**src/rtl/bcd_digit_streamer_if.sv**
```systemverilog
// Digit stream channel between the BCD counter streamer and its downstream consumer.
// The master drives one BCD digit per transfer; the slave returns ready.
interface bcd_digit_streamer_if;
    logic [3:0] dig;
    logic       dig_valid;
    logic       dig_last;
    logic       dig_ready;

    modport master (output dig, output dig_valid, output dig_last, input dig_ready);
    modport slave  (input dig, input dig_valid, input dig_last, output dig_ready);
endinterface

```
**src/rtl/bcd_digit_streamer.sv**
```systemverilog
// Multi-digit BCD counter that can snapshot its value and stream it out
// one digit per handshake, most significant digit first.
module bcd_digit_streamer #(
    parameter int NDIG = 4
) (
    input  logic                   clk,
    input  logic                   rst,
    input  logic                   cnt_en,
    input  logic                   load,
    input  logic [4*NDIG-1:0]      load_val,
    input  logic                   start,
    bcd_digit_streamer_if.master   ds,
    output logic                   busy,
    output logic [4*NDIG-1:0]      count,
    output logic                   carry_out,
    output logic                   load_err
);
    localparam int IDX_W = (NDIG > 1) ? $clog2(NDIG) : 1;

    typedef enum logic {IDLE, SEND} state_t;

    state_t            state;
    logic [IDX_W-1:0]  idx;
    logic [4*NDIG-1:0] snapshot;

    // Nibbles above 9 cannot be represented in BCD; they load as 0.
    function automatic logic [4*NDIG-1:0] sanitize(input logic [4*NDIG-1:0] v);
        logic [4*NDIG-1:0] r;
        r = v;
        for (int i = 0; i < NDIG; i++) begin
            if (v[4*i +: 4] > 4'd9) r[4*i +: 4] = 4'd0;
        end
        return r;
    endfunction

    function automatic logic has_bad(input logic [4*NDIG-1:0] v);
        logic bad;
        bad = 1'b0;
        for (int i = 0; i < NDIG; i++) begin
            if (v[4*i +: 4] > 4'd9) bad = 1'b1;
        end
        return bad;
    endfunction

    // Ripple increment; the MSB of the result is the wrap carry.
    function automatic logic [4*NDIG:0] bcd_inc(input logic [4*NDIG-1:0] v);
        logic [4*NDIG-1:0] r;
        logic              c;
        logic [3:0]        n;
        r = v;
        c = 1'b1;
        for (int i = 0; i < NDIG; i++) begin
            n = v[4*i +: 4];
            if (c) begin
                if (n == 4'd9) begin
                    r[4*i +: 4] = 4'd0;
                end else begin
                    r[4*i +: 4] = n + 4'd1;
                    c = 1'b0;
                end
            end
        end
        return {c, r};
    endfunction

    always_ff @(posedge clk) begin
        if (rst) begin
            count     <= '0;
            carry_out <= 1'b0;
            load_err  <= 1'b0;
        end else begin
            carry_out <= 1'b0;
            load_err  <= 1'b0;
            if (load) begin
                count    <= sanitize(load_val);
                load_err <= has_bad(load_val);
            end else if (cnt_en) begin
                {carry_out, count} <= bcd_inc(count);
            end
        end
    end

    // Snapshot takes the pre-edge count, so same-cycle load/increment is excluded.
    always_ff @(posedge clk) begin
        if (rst) begin
            state    <= IDLE;
            idx      <= IDX_W'(NDIG - 1);
            snapshot <= '0;
        end else begin
            case (state)
                IDLE: begin
                    if (start) begin
                        snapshot <= count;
                        idx      <= IDX_W'(NDIG - 1);
                        state    <= SEND;
                    end
                end
                SEND: begin
                    if (ds.dig_ready) begin
                        if (idx == '0) state <= IDLE;
                        else           idx   <= idx - 1'b1;
                    end
                end
                default: state <= IDLE;
            endcase
        end
    end

    always_comb begin
        ds.dig       = 4'd0;
        ds.dig_valid = (state == SEND);
        ds.dig_last  = (state == SEND) && (idx == '0);
        busy         = (state == SEND);
        if (state == SEND) begin
            for (int i = 0; i < NDIG; i++) begin
                if (idx == IDX_W'(i)) ds.dig = snapshot[4*i +: 4];
            end
        end
    end
endmodule

```
**src/flat_wrapper.sv**
```systemverilog
// flat-port wrapper written by rule: the top's interface ports become plain ports
module bcd_digit_streamer_flat 
#(
    parameter int NDIG = 4
)
  (clk, rst, cnt_en, load, load_val, start, busy, count, carry_out, load_err, ds_dig, ds_dig_valid, ds_dig_last, ds_dig_ready);
  bcd_digit_streamer_if ds_i ();
  input  logic clk;
  input  logic rst;
  input  logic cnt_en;
  input  logic load;
  input  logic [4*NDIG-1:0] load_val;
  input  logic start;
  output logic busy;
  output logic [4*NDIG-1:0] count;
  output logic carry_out;
  output logic load_err;
  output wire logic [$bits(ds_i.dig)-1:0] ds_dig;
  output wire logic [$bits(ds_i.dig_valid)-1:0] ds_dig_valid;
  output wire logic [$bits(ds_i.dig_last)-1:0] ds_dig_last;
  input wire logic [$bits(ds_i.dig_ready)-1:0] ds_dig_ready;
  assign ds_dig = ds_i.dig;
  assign ds_dig_valid = ds_i.dig_valid;
  assign ds_dig_last = ds_i.dig_last;
  assign ds_i.dig_ready = ds_dig_ready;
  bcd_digit_streamer #(.NDIG(NDIG)) u_core (.clk(clk), .rst(rst), .cnt_en(cnt_en), .load(load), .load_val(load_val), .start(start), .ds(ds_i), .busy(busy), .count(count), .carry_out(carry_out), .load_err(load_err));
endmodule
```
**config.mk**
```make
export PLATFORM = sky130hd
export DESIGN_NAME = bcd_digit_streamer_flat
export DESIGN_NICKNAME = d
export VERILOG_FILES = /design/src/rtl/bcd_digit_streamer_if.sv /design/src/rtl/bcd_digit_streamer.sv /design/src/flat_wrapper.sv
export SDC_FILE = /design/constraint.sdc
export NUM_CORES = 1
export LEC_CHECK = 0
export CORE_ASPECT_RATIO = 0.6
export CORE_MARGIN = 2
export CORE_UTILIZATION = 35
export DETAILED_ROUTE_END_ITERATION = 16
export GPL_ROUTABILITY_DRIVEN = 0
export SETUP_SLACK_MARGIN = 0.15
export SYNTH_ARGS = -nofsm -noshare
export SYNTH_HDL_FRONTEND = slang
export SYNTH_SLANG_ARGS = --single-unit
```
**constraint.sdc**
```tcl
create_clock -name clk -period 2.9 [get_ports clk]
set_clock_uncertainty 0.2 [all_clocks]
set_input_delay 0.29 -clock clk [delete_from_list [all_inputs] [get_ports clk]]
set_output_delay 0.29 -clock clk [all_outputs]
set_load 0.1 [all_outputs]
```
# After elaboration in Yosys (flattened, before gate mapping)
# Index checks and enable logic that the tools add are counted.
op_classes:
  addsub: 5
  order_cmp: 4
  eq_ne: 10
  muxes: 45
  n_bitwise: 4
  n_reduce_logical: 13
ops:
  columns: ["operator", "count"]
  rows:
  - ["$mux W4", 16]
  - ["$mux W16", 2]
  - ["$mux W1", 22]
  - ["$add A4 B1 Y4 const B", 4]
  - ["$eq A4 B4 Y1 const B", 4]
  - ["$gt A4 B4 Y1 const B", 4]
  - ["$reduce_and A2 Y1", 4]
  - ["$reduce_bool A2 Y1", 4]
  - ["$mux W2", 3]
  - ["$ne A2 B2 Y1 const B", 3]
  - ["$eq A2 B2 Y1 const B", 2]
  - ["$not A1 Y1", 4]
  - ["$pmux W2 S2", 1]
  - ["$reduce_or A4 Y1", 1]
  - ["$reduce_and A3 Y1", 1]
  - ["$eq A2 B1 Y1 const B", 1]
  - ["$logic_not A2 Y1", 1]
  - ["$pmux W1 S2", 1]
  - ["$reduce_or A2 Y1", 1]
  - ["$sub A2 B1 Y2 const B", 1]
  - ["$logic_and A1 B1 Y1", 1]
word_totals:
  register_bits: 37
  input_bits: 22
  out_inout_bits: 25
  word_cells: 90

# Depth between registers and ports, before layout
# Gate-level depths: netlist of the first run.
logic_depth:
  depth_word: 16
  ltp_mapped: 6

# Least setup slack after synthesis of the first run
# No wires, ideal clock.
synth_path:
  kind: "register to output"
  startpoint: "register u_core.state, in the netlist u_core.busy"
  endpoint: "output port ds_dig[0]"
  t_arrival_ns: 3.525
  required_ns: 2.410
  path_slack_ns: -1.115
  path_stages_with_launch: 4
  n_path_buf: 1
  cell_sequence: "dfxtp_1 > clkbuf_1 > nand2b_1 > o21ai_0"
synth_between:
  elab_chain_len: 1
synth_lines:
  columns: ["element", "line_no", "text"]
  rows:
  - ["start: declaration", "bcd_digit_streamer.sv:22", "state_t state;"]
  - ["start signal: assignment", "bcd_digit_streamer.sv:86", "state <= IDLE;"]
  - ["start signal: assignment", "bcd_digit_streamer.sv:95", "state <= SEND;"]
  - ["start signal: assignment", "bcd_digit_streamer.sv:100", "if (idx == '0) state <= IDLE;"]
  - ["$mux W4", "bcd_digit_streamer.sv:114", "if (state == SEND) begin"]
  - ["end: declaration", "flat_wrapper.sv:18", "output wire logic [$bits(ds_i.dig)-1:0] ds_dig;"]
# Every way passes these cells.

# Worst setup path after layout of the first run
layout_path:
  startpoint: "register u_core.idx[1]"
  endpoint: "output port ds_dig[2]"
layout_between:
  elab_chain_len: 6
layout_lines:
  columns: ["element", "line_no", "text"]
  rows:
  - ["start: declaration", "bcd_digit_streamer.sv:23", "logic [IDX_W-1:0] idx;"]
  - ["start signal: assignment", "bcd_digit_streamer.sv:87", "idx <= IDX_W'(NDIG - 1);"]
  - ["start signal: assignment", "bcd_digit_streamer.sv:94", "idx <= IDX_W'(NDIG - 1);"]
  - ["start signal: assignment", "bcd_digit_streamer.sv:101", "else idx <= idx - 1'b1;"]
  - ["$logic_not A2 Y1", "bcd_digit_streamer.sv:116", "if (idx == IDX_W'(i)) ds.dig = snapshot[4*i +: 4];"]
  - ["$mux W4 (3 in series)", "bcd_digit_streamer.sv:116", null]
  - ["$mux W4 *", "bcd_digit_streamer.sv:116", null]
  - ["$mux W4 *", "bcd_digit_streamer.sv:114", null]
# Every way passes the cells marked *; elsewhere a longest branch is shown, timed or not.

==> results.md, run 1 <==
* Run status: complete, no violations
* Yosys reg bits at 37
* Die Ht at 62.5 µm
* Post-layout min period at 2.46 ns
* Largest net degree at the start of global routing at 23
* Nature of the critical path endpoint: output pin
* Register area at 741 µm²
* Final hold violations at 0
* Area after DPL at 2490 µm²
* Fillers at 572
* Final Cycle Share at 84.7%
* Slew margin rel. at 57.6%
* Static leakage at 0.900 nW
* Net switching power at 0.405 mW
* Async set or reset register ratio after synthesis at 0%
* Initial antenna violation count at 0
* Max-Cap Viols at 0
* CTS Buffer Depth at 2
* Hold_buf cts at 0
* Core ar. at 5540 µm²
* Critical Path RT at 2.41 ns
* Layout cells sized above 1 at 15.1%
* Setup Viol. Count Final at 0
* CP max FO at 8
* Crit path capture: ds_dig[2]
* IO Pins at 47
* Register area share after synthesis at 37.1%
* Mapped Nets at 281
* WHS at 0.256 ns
* Die area at 6340 µm²
* Vias in the first global route at 1740
* Number of diodes at 0
* Total grt overflow at 0
* Worst Path Arrival at 1.97 ns
* Syn Area/Cell at 7.83 µm²
* Row count at 21
* Critical path launch point type: flop
* Primary FF master, synth: dfxtp_1
* First-pass GRT wire length at 8720 µm
* Post_cts resized at 0
* DIE WIDTH at 101 µm
* Root Buffer: clkbuf_8
* Number of port buffers at 46
* Synth Cell Area at 2000 µm²
* Drt pass-1 iters at 5
* Crit Path Class: flop to output pin
* Reg2Reg Launch Point: u_core.count[2]$_SDFFE_PP0P_
* Internal at 0.806 mW
* Vias/cell at 5.20
* Post-synth EDFFs at 0
* Post-synth cell types at 45
* DRT antenna net count at 0
* Final slew viol count at 0
* Worst r2r path cells at 4
* Power Density at 470 nW/µm²
* All-layer global routing usage at 17.2%
* Clock edge transition at the registers on the reported setup and hold paths at 0.07 ns
* Initial Util at 36.0%
* Clock H-tree levels at 2
* Num CTS Buffers at 5
* Slew @ Worst Pin at 0.637 ns
* # DRC at 0
* Reg power frac at 46.5%
* Synth Warn # at 0
* Postcts setup bufs at 0
* Avg WL per Cell at 14.0 µm
* Mapped Cells at 255
* WL final at 5290 µm
* Setup_tns at 0 ns
* CTS tree: built
* FF-to-FF End: u_core.count[15]$_SDFFE_PP0P_
* Logic pwr share at 23.4%
* Crit path launch: u_core.idx[1]$_SDFFE_PP1P_
* RSZ-0062 raised after global routing: no
* Sw Share at 33.4%
* Final instance area at 2570 µm²
* Worst R2R Setup Slack at 0.82 ns
* Area grow syn2layout at 29.0%
* Clock power share at 30.1%
* Fmax at 0.407 GHz
* Sink Count at 37
* Final #Nets at 325
* Hold Crit Class: flop to flop
* Multi-input gate area at 1180 µm²
* DR iter-0 viols at 86
* IR drop worst, VDD at 0.171 mV
* Worst skew pair latency at 0.28 ns
* Post-detail-place hpwl at 3940 µm
* Via count at 1969
[registers in the layout, indices dropped and copies added, names as in the netlist]
signal / flops
u_core.carry_out: 1
u_core.busy: 1
u_core.load_err: 1
u_core.snapshot: 16
u_core.idx: 2
u_core.count: 16
[cells by family (layout without fill, tap and decap cells)]
family / after synthesis / in the layout / synth area share, %
buf+inv: 21 / 65 / 4.26
compound gates: 71 / 71 / 21.3
flops: 37 / 37 / 37.1
simple gates: 113 / 113 / 30.7
mux: 2 / 2 / 1.07
fa+ha+maj: 4 / 4 / 2.51
xor+xnor: 7 / 7 / 3.07
[through the flow]
step | power, mW | worst slack (ns) | util [%] | instances
global route | 1.27 | 0.307 | 46.4 | 379
floorplan | 0.768 | 0.0797 | - | 255
detailed placement | 0.858 | 0.503 | 44.9 | 372
CTS | 1.23 | 0.442 | 46.4 | 379
finish | 1.21 | 0.443 | 46.4 | 379
global placement | 0.857 | 0.541 | 44.9 | 372
[worst min-delay path by stage]
stage                                startpoint                          endpoint  cells after the start  slack [ns]
3_3_place_gp   u_core.snapshot[10]$_SDFFE_PP0P_  u_core.snapshot[10]$_SDFFE_PP0P_                      2        0.25
2_1_floorplan                      ds_dig_ready            u_core.busy$_SDFF_PP0_                      1        0.19
4_1_cts         u_core.snapshot[4]$_SDFFE_PP0P_   u_core.snapshot[4]$_SDFFE_PP0P_                      2        0.26
3_5_place_dp    u_core.snapshot[4]$_SDFFE_PP0P_   u_core.snapshot[4]$_SDFFE_PP0P_                      2        0.25
5_1_grt        u_core.snapshot[15]$_SDFFE_PP0P_  u_core.snapshot[15]$_SDFFE_PP0P_                      2        0.28
6_report        u_core.snapshot[6]$_SDFFE_PP0P_   u_core.snapshot[6]$_SDFFE_PP0P_                      2        0.26
[cell usage in the layout (no fill, tap or decap), drive strengths merged, types with 2 or more instances in the layout]
| cell | n |
|---|---|
| nand2 | 51 |
| dfxtp | 37 |
| a21oi | 32 |
| buf | 30 |
| clkdlybuf4s50 | 21 |
| o21ai | 14 |
| nand3b | 10 |
| a211oi | 9 |
| nand2b | 8 |
| nand3 | 8 |
| inv | 7 |
| clkbuf | 7 |
| nor4 | 7 |
| nor2 | 6 |
| nor2b | 5 |
| xnor2 | 5 |
| o211ai | 4 |
| ha | 4 |
| nor3 | 3 |
| a21o | 3 |
| and3b | 2 |
| or3 | 2 |
| a221oi | 2 |
| xor2 | 2 |
| nand4b | 2 |
| or4 | 2 |
[area by class of cell]
type,count,share of cell area [%]
Clock buffer,7,3.35
Inverter,7,1.02
Multi-Input combinational cell,197,46.0
Sequential cell,37,28.8
Tap cell,80,3.89
Timing Repair Buffer,51,16.9
[layer usage]
metal  routed length (µm)  part of all wire [%]  track usage, %
met5                    0                     0               0
met3                  424                   8.0            4.47
met2                 2020                    38            22.4
met1                 2840                    54            28.0
met4                    8                  0.15            3.04
[critical path: stages, from the launching register on]
cell and delay [ns]:
dfxtp_1 0.39, inv_1 0.09, ha_1 0.26, nand3b_1 0.19
a21oi_1 0.20, a21oi_1 0.08, o21ai_2 0.16, buf_4 0.31
[power groups by stage]
stage	Sequential, mW	Clock [mW]	Combinational (mW)
2_1_floorplan	0.668	0	0.100
3_3_place_gp	0.575	0	0.282
3_5_place_dp	0.575	0	0.283
4_1_cts	0.563	0.381	0.284
5_1_grt	0.568	0.405	0.300
6_report	0.563	0.364	0.283
[synthesized netlist by cell type (4+ instances only)]
cell type / n / share of area [%]
ha_1: 4 / 2.5
nor2_1: 6 / 1.1
nand3b_1: 10 / 3.8
nor4_1: 4 / 1.3
o211ai_1: 4 / 1.5
a211oi_1: 9 / 3.4
nor2b_1: 5 / 1.6
dfxtp_1: 37 / 37
nand3_1: 8 / 2.0
o21ai_0: 12 / 3.0
xnor2_1: 5 / 2.2
nand2b_1: 8 / 2.5
a21oi_1: 32 / 8.0
inv_1: 7 / 1.3
nand2_1: 51 / 9.6
clkbuf_1: 11 / 2.1
(Power assumes the default switching activity.)
==> run 2, diff against run 1 <==
==> constraint.sdc (replaced) <==
create_clock -name clk -period 2.2 [get_ports clk]
set_clock_uncertainty 0.2 [all_clocks]
set_input_delay 0.22 -clock clk [delete_from_list [all_inputs] [get_ports clk]]
set_output_delay 0.22 -clock clk [all_outputs]
set_load 0.1 [all_outputs]
==> results.md, run 2 (synthesis gave the netlist of run 1 again) <==
* Final #Nets at 333
* CTS tree: built
* Met2 GRT Util at 24.5%
* Sink Count at 37
* Fmax at 0.492 GHz
* Clock edge transition at the registers on the reported setup and hold paths at 0.08 ns
* IR drop worst, VDD at 0.258 mV
* Area grow syn2layout at 45.2%
* Worst r2r path cells at 4
* RSZ-0062 raised after global routing: yes
* HP Start: u_core.snapshot[6]$_SDFFE_PP0P_
* Static leakage at 0.996 nW
* Row count at 21
* Most Crowded Layer GR: met1
* Run status: complete, no violations
* Critical Path RT at 1.78 ns
* Setup Viol. Count Final at 0
* Number of port buffers at 46
* Reg2Reg Launch Point: u_core.count[11]$_SDFFE_PP0P_
* First-pass GRT wire length at 9230 µm
* Hold Crit Class: flop to flop
* Critical path launch point type: flop
* Biggest registers after layout: u_core.count: 16 flops, u_core.snapshot: 16 flops, u_core.idx: 2 flops
* Num CTS Buffers at 5
* Vias/cell at 5.15
* Post-Place Setup Slack at 0.0847 ns
* Most common cell after layout, fill and taps aside: nand2_1
* Number of diodes at 0
* WL final at 5520 µm
* GR Util met3 at 4.70%
* Final hold violations at 0
* Total grt overflow at 0
* Worst skew pair latency at 0.29 ns
* All-layer global routing usage at 18.5%
* DIE WIDTH at 101 µm
* DRT antenna net count at 0
* Initial Util at 36.0%
* Root Buffer: clkbuf_8
* Fillers at 529
* # DRC at 0
* Initial antenna violation count at 0
* Setup ws final at 0.166 ns
* Die Ht at 62.5 µm
* Layout cells sized above 1 at 28.6%
* Worst R2R Setup Slack at 0.20 ns
* Post-detail-place hpwl at 4120 µm
* Hold_buf cts at 0
* Die area at 6340 µm²
* FF-to-FF End: u_core.count[15]$_SDFFE_PP0P_
* CP max FO at 8
* CTS Buffer Depth at 2
* Final Cycle Share at 92.4%
* Final slew viol count at 0
* Power Density at 610 nW/µm²
* Nature of the critical path endpoint: output pin
* Clock H-tree levels at 2
* Slew @ Worst Pin at 0.630 ns
* DR iter-0 viols at 106
* Post-layout min period at 2.03 ns
* Slew margin rel. at 58.0%
* Drt pass-1 iters at 4
* GRT met1 Usage at 28.8%
* Worst Path Arrival at 1.61 ns
* IO Pins at 47
* Core ar. at 5540 µm²
* Avg WL per Cell at 14.2 µm
* WHS Path Cells at 2
* Largest net degree at the start of global routing at 23
* Via count at 1999
* Setup_tns at 0 ns
* Worst hold endpoint: u_core.snapshot[6]$_SDFFE_PP0P_
* Crit Path Class: flop to output pin
* Most frequent cells in the layout: nand2_1 (51), buf_4 (33), a21oi_1 (25)
* Multi-input gate area at 1310 µm²
* Max-Cap Viols at 0
* Vias in the first global route at 1837
* Register area at 786 µm²
-- run 2: area by class of cell --
class	count	area share [%]
Sequential cell	37	27.1
Timing Repair Buffer	59	19.3
Multi-Input combinational cell	197	45.2
Clock inverter	1	1.04
Tap cell	80	3.45
Inverter	7	0.993
Clock buffer	7	2.98
-- run 2: report_power, final --
part | leakage (nW) | switching (mW) | internal [mW]
Clock | 0.0585 | 0.258 | 0.370
Combinational | 0.628 | 0.267 | 0.129
Sequential | 0.310 | 0.0460 | 0.696
Total | 0.996 | 0.571 | 1.20
-- run 2: layer usage --
metal,vias up,wire length [µm]
met5,-,0
met3,5,319
met1,929,3030
met2,50,2120
met4,0,51
li1,1015,-
-- run 2: timing repair --
item                       CTS  global route
setup endpoints to repair    5             7
pin swaps                    8             1
gates resized for setup     18             6
buffers inserted             1             2
hold endpoints to repair     0             0
-- run 2: how the worst max path moves through the flow --
stage | start | endpoint | slack [ns] | cells past startpoint
floorplan | u_core.count[7]$_SDFFE_PP0P_ | u_core.count[15]$_SDFFE_PP0P_ | 0.07 | 5
global placement | cnt_en | u_core.count[15]$_SDFFE_PP0P_ | 0.11 | 6
detailed placement | cnt_en | u_core.count[15]$_SDFFE_PP0P_ | 0.08 | 6
CTS | u_core.idx[1]$_SDFFE_PP1P_ | ds_dig[1] | 0.15 | 7
global route | u_core.idx[1]$_SDFFE_PP1P_ | ds_dig[0] | 0.07 | 7
finish | u_core.idx[1]$_SDFFE_PP1P_ | ds_dig[1] | 0.17 | 7
-- run 2: metrics by stage --
stage                     hold slack [ns]  area (µm²)  instances  utilization (%)  total power [mW]
final                               0.259        2900        388             52.3              1.77
after global routing                0.287        2900        388             52.3              1.85
after CTS                           0.263        2860        386             51.6              1.77
after detailed placement            0.251        2660        377             48.0              1.14
after global placement              0.248        2660        377             48.0              1.14
after floorplan                     0.105        2080        255                -              1.01
-- run 2: worst max-delay path, cell delays in order, from the launching register on --
cell and delay (ns):
dfxtp_4 0.38, inv_4 0.05, ha_4 0.17, nand3b_1 0.16, a21oi_2 0.16, a21oi_2 0.07, o21ai_4 0.14, buf_12 0.19
==> edit 1: new RTL, config.mk and constraints of run 2 <==
`NDIG` is set to 4 in 2 places; all go to 8.
--- a/src/rtl/bcd_digit_streamer.sv
+++ b/src/rtl/bcd_digit_streamer.sv
@@ -1,7 +1,7 @@
 // Multi-digit BCD counter that can snapshot its value and stream it out
 // one digit per handshake, most significant digit first.
 module bcd_digit_streamer #(
-    parameter int NDIG = 4
+    parameter int NDIG = 8
 ) (
     input  logic                   clk,
     input  logic                   rst,
--- a/src/flat_wrapper.sv
+++ b/src/flat_wrapper.sv
@@ -1,7 +1,7 @@
 // flat-port wrapper written by rule: the top's interface ports become plain ports
 module bcd_digit_streamer_flat 
 #(
-    parameter int NDIG = 4
+    parameter int NDIG = 8
 )
   (clk, rst, cnt_en, load, load_val, start, busy, count, carry_out, load_err, ds_dig, ds_dig_valid, ds_dig_last, ds_dig_ready);
   bcd_digit_streamer_if ds_i ();
Ports: changed (resized count and load_val); port bits go from 47 to 79. The function was not compared with the original's and may differ.
==> edit 1 against run 2 <==
Global-route usage increased by 1.8 points; the flow now finishes with violations (setup timing); routed wire length grew 130%; power is 99% higher; sequential cell count up 33; synthesized area rose by 92%; final area rose by 92%; via count is 100% higher; worst setup slack lost 0.37 ns; critical path type unchanged; critical endpoint is now ds_dig[3].
==> edit 1: results (changes against run 2) <==
* Tot GR Track Use at 0.203 (was 0.185)
* Cell variety after synth at 57 (was 45)
* Worst hold slack at 0.0880 ns (was 0.259 ns)
* Port buffer count at 78 (was 46)
* Ys async rst share at 0 (unchanged)
* Fillers at 1,003 (was 529)
* Failing checks: setup timing
* Antenna diodes at 0 (unchanged)
* Critical hold path startpoint: rst (was u_core.snapshot[6])
* Final worst slack at -0.206 ns (was 0.166 ns)
* Critical path data arrival time at 1.99 ns (was 1.61 ns)
* Worst-margin pin slew at 0.539 ns (was 0.630 ns)
* Reg2reg setup slack at 0.12 ns (was 0.20 ns)
* Register clock-pin slew on the reported worst setup and hold paths at 0.06 ns (was 0.08 ns)
* Ys Warns at 0 (unchanged)
* Router iterations before antenna repair at 5 (was 4)
* Hold Crit Endpoint: u_core.snapshot[20] (was u_core.snapshot[6])
* Synth top area cells: dfxtp_1 37%, a21oi_1 9.3%, nand2_1 8.9% (was dfxtp_1 37%, nand2_1 9.6%, a21oi_1 8.0%)
* Leak Pwr at 2.01 nW (was 0.996 nW)
* Top_reg_cell synth: dfxtp_1 (unchanged)
* CP max FO at 4 (was 8)
* Sequential area share after synthesis at 0.366 (was 0.371)
* DR vias/cell at 5.43 (was 5.15)
* Vias in the first global route at 3,676 (was 1,837)
* Largest regs: u_core.count x32, u_core.snapshot x32, u_core.idx x3 (was u_core.count x16, u_core.snapshot x16, u_core.idx x2)
* Worst stage delay on the critical path at 0.37 ns
* Worst Reg-to-Reg Cells at 6 (was 4)
* Num CTS Buffers at 9 (was 5)
* RR Startpoint: u_core.count[2] (was u_core.count[11])
* Antenna violations before repair at 1 (was 0)
* Worst min-delay path category: primary input to register (was register to register)
* Setup violators final at 4 (was 0)
* Critical path's slowest cell: dfxtp_4 (unchanged)
* Depth of the CTS H-tree at 3 (was 2)
* First-pass GRT wire length at 19,100 µm (was 9230 µm)
* Max clock buf depth at 2 (unchanged)
* Number of stages on the worst hold path at 2 (unchanged)
* Worst-Skew Late Latency at 0.34 ns (was 0.29 ns)
* CTS tree: yes (unchanged)
* DPL Wire Length at 8550 µm (was 4120 µm)
* Pre-CTS setup slack at -0.0912 ns (was 0.0847 ns)
* Fraction of layout cells with a size suffix above 1 at 0.302 (was 0.286)
* Delay-heaviest family, CP: compound AO/OA/AOI/OAI gates (was flip-flops)
* Synth cell count leaders: 91 x nand2_1, 71 x a21oi_1, 70 x dfxtp_1, 28 x clkbuf_1, 28 x o21ai_0 (was 51 x nand2_1, 37 x dfxtp_1, 32 x a21oi_1, 12 x o21ai_0, 11 x clkbuf_1)
* Pin count of the biggest net entering global routing at 33 (was 23)
* DRT iter0 DRCs at 280 (was 106)
* Syn nets at 541 (was 281)
* Nets at 635 (was 333)
* RR Endpoint: u_core.count[13] (was u_core.count[15])
* Routed len/inst at 17.0 µm (was 14.2 µm)
* Outcome: finished, violations left (was completed)
* CTS root buffer: clkbuf_16 (was clkbuf_8)
* Peak VDD IR at 0.422 mV (was 0.258 mV)
* Total congestion overflow at 0 (unchanged)
* Placed Area at 4860 µm² (was 2660 µm²)
==> edit 1: cell types whose count changed after synthesis, sizes merged, moves of 7 or more <==
cell	delta
dfxtp	+33
a21oi	+39
a31oi	+7
o21ai	+21
nor2	+16
nand2	+40
clkbuf	+17
==> edit 1: final cells by class <==
| type | instances | area (µm²) | share of cell area |
|---|---|---|---|
| clock buffers | 10 | 229 | 0.0412 |
| repair buffers | 117 | 1060 | 0.191 |
| well taps | 139 | 174 | 0.0313 |
| clock inverters | 6 | 71.3 | 0.0128 |
| flip-flops and latches | 70 | 1500 | 0.270 |
| multi-input cells | 382 | 2470 | 0.445 |
| inverters | 12 | 50.0 | 0.00900 |
==> edit 1: logic make-up after synthesis <==
family | count (synthesis) | synth area share
flops | 70 | 0.366
simple gates | 205 | 0.290
fa+ha+maj | 5 | 0.0164
buf+inv | 47 | 0.0500
mux | 4 | 0.0105
xor+xnor | 15 | 0.0343
compound gates | 152 | 0.233
==> edit 1: power breakdown <==
part	leakage [nW]	switching, mW	total [mW]	internal (mW)
Combinational	1.28	0.451	0.665	0.215
Clock	0.139	0.582	1.47	0.885
Sequential	0.589	0.0789	1.39	1.31
Total	2.01	1.11	3.52	2.41
==> edit 1: what timing repair did <==
| item | CTS | global route |
|---|---|---|
| gates cloned | 0 | 2 |
| hold buffers | 0 | 0 |
| gates resized for setup | 22 | 40 |
| endpoints found under the setup margin | 6 | 13 |
| pin swaps | 10 | 18 |
| setup buffers | 6 | 13 |
==> edit 1: worst max-delay path by stage <==
stage	from	to	slack [ns]
floorplan	u_core.count[3]	u_core.count[12]	0.15
global placement	cnt_en	u_core.count[30]	-0.06
detailed placement	cnt_en	u_core.count[30]	-0.09
CTS	u_core.idx[1]	ds_dig[3]	-0.20
global route	u_core.idx[1]	ds_dig[3]	-0.28
finish	u_core.idx[0]	ds_dig[3]	-0.21
==> edit 1: worst reg2reg max path, cell delays in order (launching register included) <==
cell and delay (ns):
dfxtp_4 0.36, nand3b_1 0.27, buf_6 0.20, or4_4 0.49
nor3b_2 0.19, a211oi_1 0.08, a211oi_1 0.20
==> edit 1: through the flow <==
stage / std cells / TNS, ns
final: 736 / -0.757
after global routing: 736 / -1.13
after CTS: 721 / -0.757
after detailed placement: 699 / -0.320
after global placement: 699 / -0.0557
after floorplan: 498 / 0
==> edit 1: layer usage <==
metal	wire, µm	vias to the layer above	GRT usage	share of wire
met5	13	-	0	0.0010
met2	5380	122	0.304	0.43
met4	137	2	0.0505	0.011
met3	777	14	0.0576	0.062
li1	-	1956	-	-
met1	6180	1899	0.290	0.49
==> edit 2: new RTL, flow settings as in run 2 <==
Without the edit above. Put one more register stage on the output `count`. The value now appears one clock later. The other outputs are not delayed to match. Comments in the files are not updated.
--- a/src/rtl/bcd_digit_streamer.sv
+++ b/src/rtl/bcd_digit_streamer.sv
@@ -18,6 +18,8 @@
     localparam int IDX_W = (NDIG > 1) ? $clog2(NDIG) : 1;
 
     typedef enum logic {IDLE, SEND} state_t;
+
+    logic [4*NDIG-1:0] count_s0;
 
     state_t            state;
     logic [IDX_W-1:0]  idx;
@@ -65,17 +67,17 @@
 
     always_ff @(posedge clk) begin
         if (rst) begin
-            count     <= '0;
+            count_s0  <= '0;
             carry_out <= 1'b0;
             load_err  <= 1'b0;
         end else begin
             carry_out <= 1'b0;
             load_err  <= 1'b0;
             if (load) begin
-                count    <= sanitize(load_val);
+                count_s0 <= sanitize(load_val);
                 load_err <= has_bad(load_val);
             end else if (cnt_en) begin
-                {carry_out, count} <= bcd_inc(count);
+                {carry_out, count_s0} <= bcd_inc(count_s0);
             end
         end
     end
@@ -90,7 +92,7 @@
             case (state)
                 IDLE: begin
                     if (start) begin
-                        snapshot <= count;
+                        snapshot <= count_s0;
                         idx      <= IDX_W'(NDIG - 1);
                         state    <= SEND;
                     end
@@ -117,5 +119,9 @@
             end
         end
     end
+    always_ff @(posedge clk) begin
+        count <= count_s0;
+    end
+
 endmodule
 
Behaviour: not the same (a bounded check fails within 4 cycles, from zero or initial values and one cycle with rst high).
==> edit 2 against run 2 <==
Sequential share of layout area grew 5.6 points; utilization fell by 2.8 points; synthesized area rose by 19%; via count rose by 6.9%; worst hold slack got worse by 0.035 ns; combinational power grew 1%; cell count is 8.0% higher; critical endpoint is now ds_dig[3]; final area grew 13%; sequential cell count grew 16; worst setup slack gained 0.0026 ns; sequential power is 42% higher; highest routed layer unchanged; routed wire length is 6.5% higher; power up 33%.
==> edit 2: results (changes against run 2) <==
* CTS root buffer: clkbuf_16 (was clkbuf_8)
* Router iterations before antenna repair at 5 (was 4)
* Synth Area in Adders at 0.0211 (was 0.0251)
* Worst-margin pin slew at 0.600 ns (was 0.630 ns)
* Vias at 2,137 (was 1,999)
* Mux cell area share after synthesis at 0.00422 (was 0.0107)
* Non-Filler Instances at 419 (was 388)
* Outcome: completed (unchanged)
* Vias in the first global route at 1,847 (was 1,837)
* Drc violations at 0 (unchanged)
* Sequential area share after synthesis at 0.447 (was 0.371)
* Total wire length at 5880 µm (was 5520 µm)
* Leak Pwr at 1.19 nW (was 0.996 nW)
* DRT iter0 DRCs at 91 (was 106)
* Synth cell count leaders: 53 x dfxtp_1, 53 x nand2_1, 32 x a21oi_1 (was 51 x nand2_1, 37 x dfxtp_1, 32 x a21oi_1, 12 x o21ai_0, 11 x clkbuf_1)
* Compound-Gate Fraction of Synth Area at 0.169 (was 0.213)
* Port buffer count at 46 (unchanged)
* Synthesized area per cell at 8.45 µm² (was 7.83 µm²)
* Synth top area cells: dfxtp_1 45%, nand2_1 8.4%, a21oi_1 6.7% (was dfxtp_1 37%, nand2_1 9.6%, a21oi_1 8.0%)
* Pin count of the biggest net entering global routing at 25 (was 23)
* Placed Area at 3010 µm² (was 2660 µm²)
* Nets at 357 (was 333)
* Reg area at 1070 µm² (was 786 µm²)
* Sw Pwr at 0.650 mW (was 0.571 mW)
* Fillers at 618 (was 529)
* Ys async rst share at 0 (unchanged)
* Num CTS Buffers at 5 (unchanged)
* Peak VDD IR at 0.522 mV (was 0.258 mV)
* Depth of the CTS H-tree at 2 (unchanged)
* Cell variety after synth at 46 (was 45)
* Pre-CTS setup slack at 0.161 ns (was 0.0847 ns)
* Antenna violations before repair at 0 (unchanged)
* Largest regs: u_core.count x16, u_core.count_s0 x16, u_core.snapshot x16 (was u_core.count x16, u_core.snapshot x16, u_core.idx x2)
* DPL Wire Length at 4270 µm (was 4120 µm)
* Fraction of layout cells with a size suffix above 1 at 0.217 (was 0.286)
* XOR/XNOR Fraction of Synth Area at 0.0295 (was 0.0307)
* Top_reg_cell synth: dfxtp_1 (unchanged)
* Syn nets at 307 (was 281)
* First-pass GRT wire length at 9230 µm (about the same)
* Critical path data arrival time at 1.61 ns (about the same)
* Tot GR Track Use at 0.161 (was 0.185)
* Placed cells at 410 (was 377)
* Critical path's slowest cell: dfxtp_4 (unchanged)
[edit 2: power groups by stage]
stage	Clock [mW]	Sequential, mW	Combinational [mW]
after floorplan	0	1.19	0.146
after global placement	0	1.07	0.391
after detailed placement	0	1.07	0.392
after CTS	0.917	1.05	0.400
after global routing	0.948	1.06	0.426
final	0.899	1.05	0.401
[edit 2: cells by family after synthesis]
logic type / after synthesis
adder cells (fa/ha/maj): 4
flip-flops: 53
AND/OR/NAND/NOR: 127
XOR/XNOR: 8
AO/OA/AOI/OAI: 66
buffers and inverters: 22
multiplexers: 1
[edit 2: cell type report]
cell class	count	share of cell area
sequential	53	0.327
clock inverter	1	0.00917
timing repair buffer	59	0.170
multi-input combinational	206	0.409
inverter	6	0.00765
tap	87	0.0333
clock buffer	7	0.0436
[edit 2: worst paths after layout]
kind	slack, ns	start	cells past startpoint	end
max reg2reg	0.18	u_core.count_s0[1]	4	u_core.count_s0[11]
min	0.22	u_core.count_s0[15]	0	u_core.count[15]
max	0.17	u_core.idx[1]	7	ds_dig[3]
min reg2reg	0.22	u_core.count_s0[15]	0	u_core.count[15]
[edit 2: what timing repair did]
action,in CTS,in global routing
buffers inserted,0,1
setup endpoints to repair,4,5
resized for setup,20,1
endpoints found under the hold margin,0,0
pin swaps,8,3
[edit 2: layer usage]
layer	share of wire	wire length, µm	global-route usage
met5	0	0	0
met4	0.0041	24	0.0313
met3	0.081	474	0.0386
met2	0.40	2380	0.229
met1	0.51	3000	0.246
[edit 2: critical path: cells and delay by family (launching register included)]
family          cells  cell delay [ns]
buf+inv             2             0.24
compound gates      3             0.38
flops               1             0.37
simple gates        1             0.17
fa+ha+maj           1             0.17
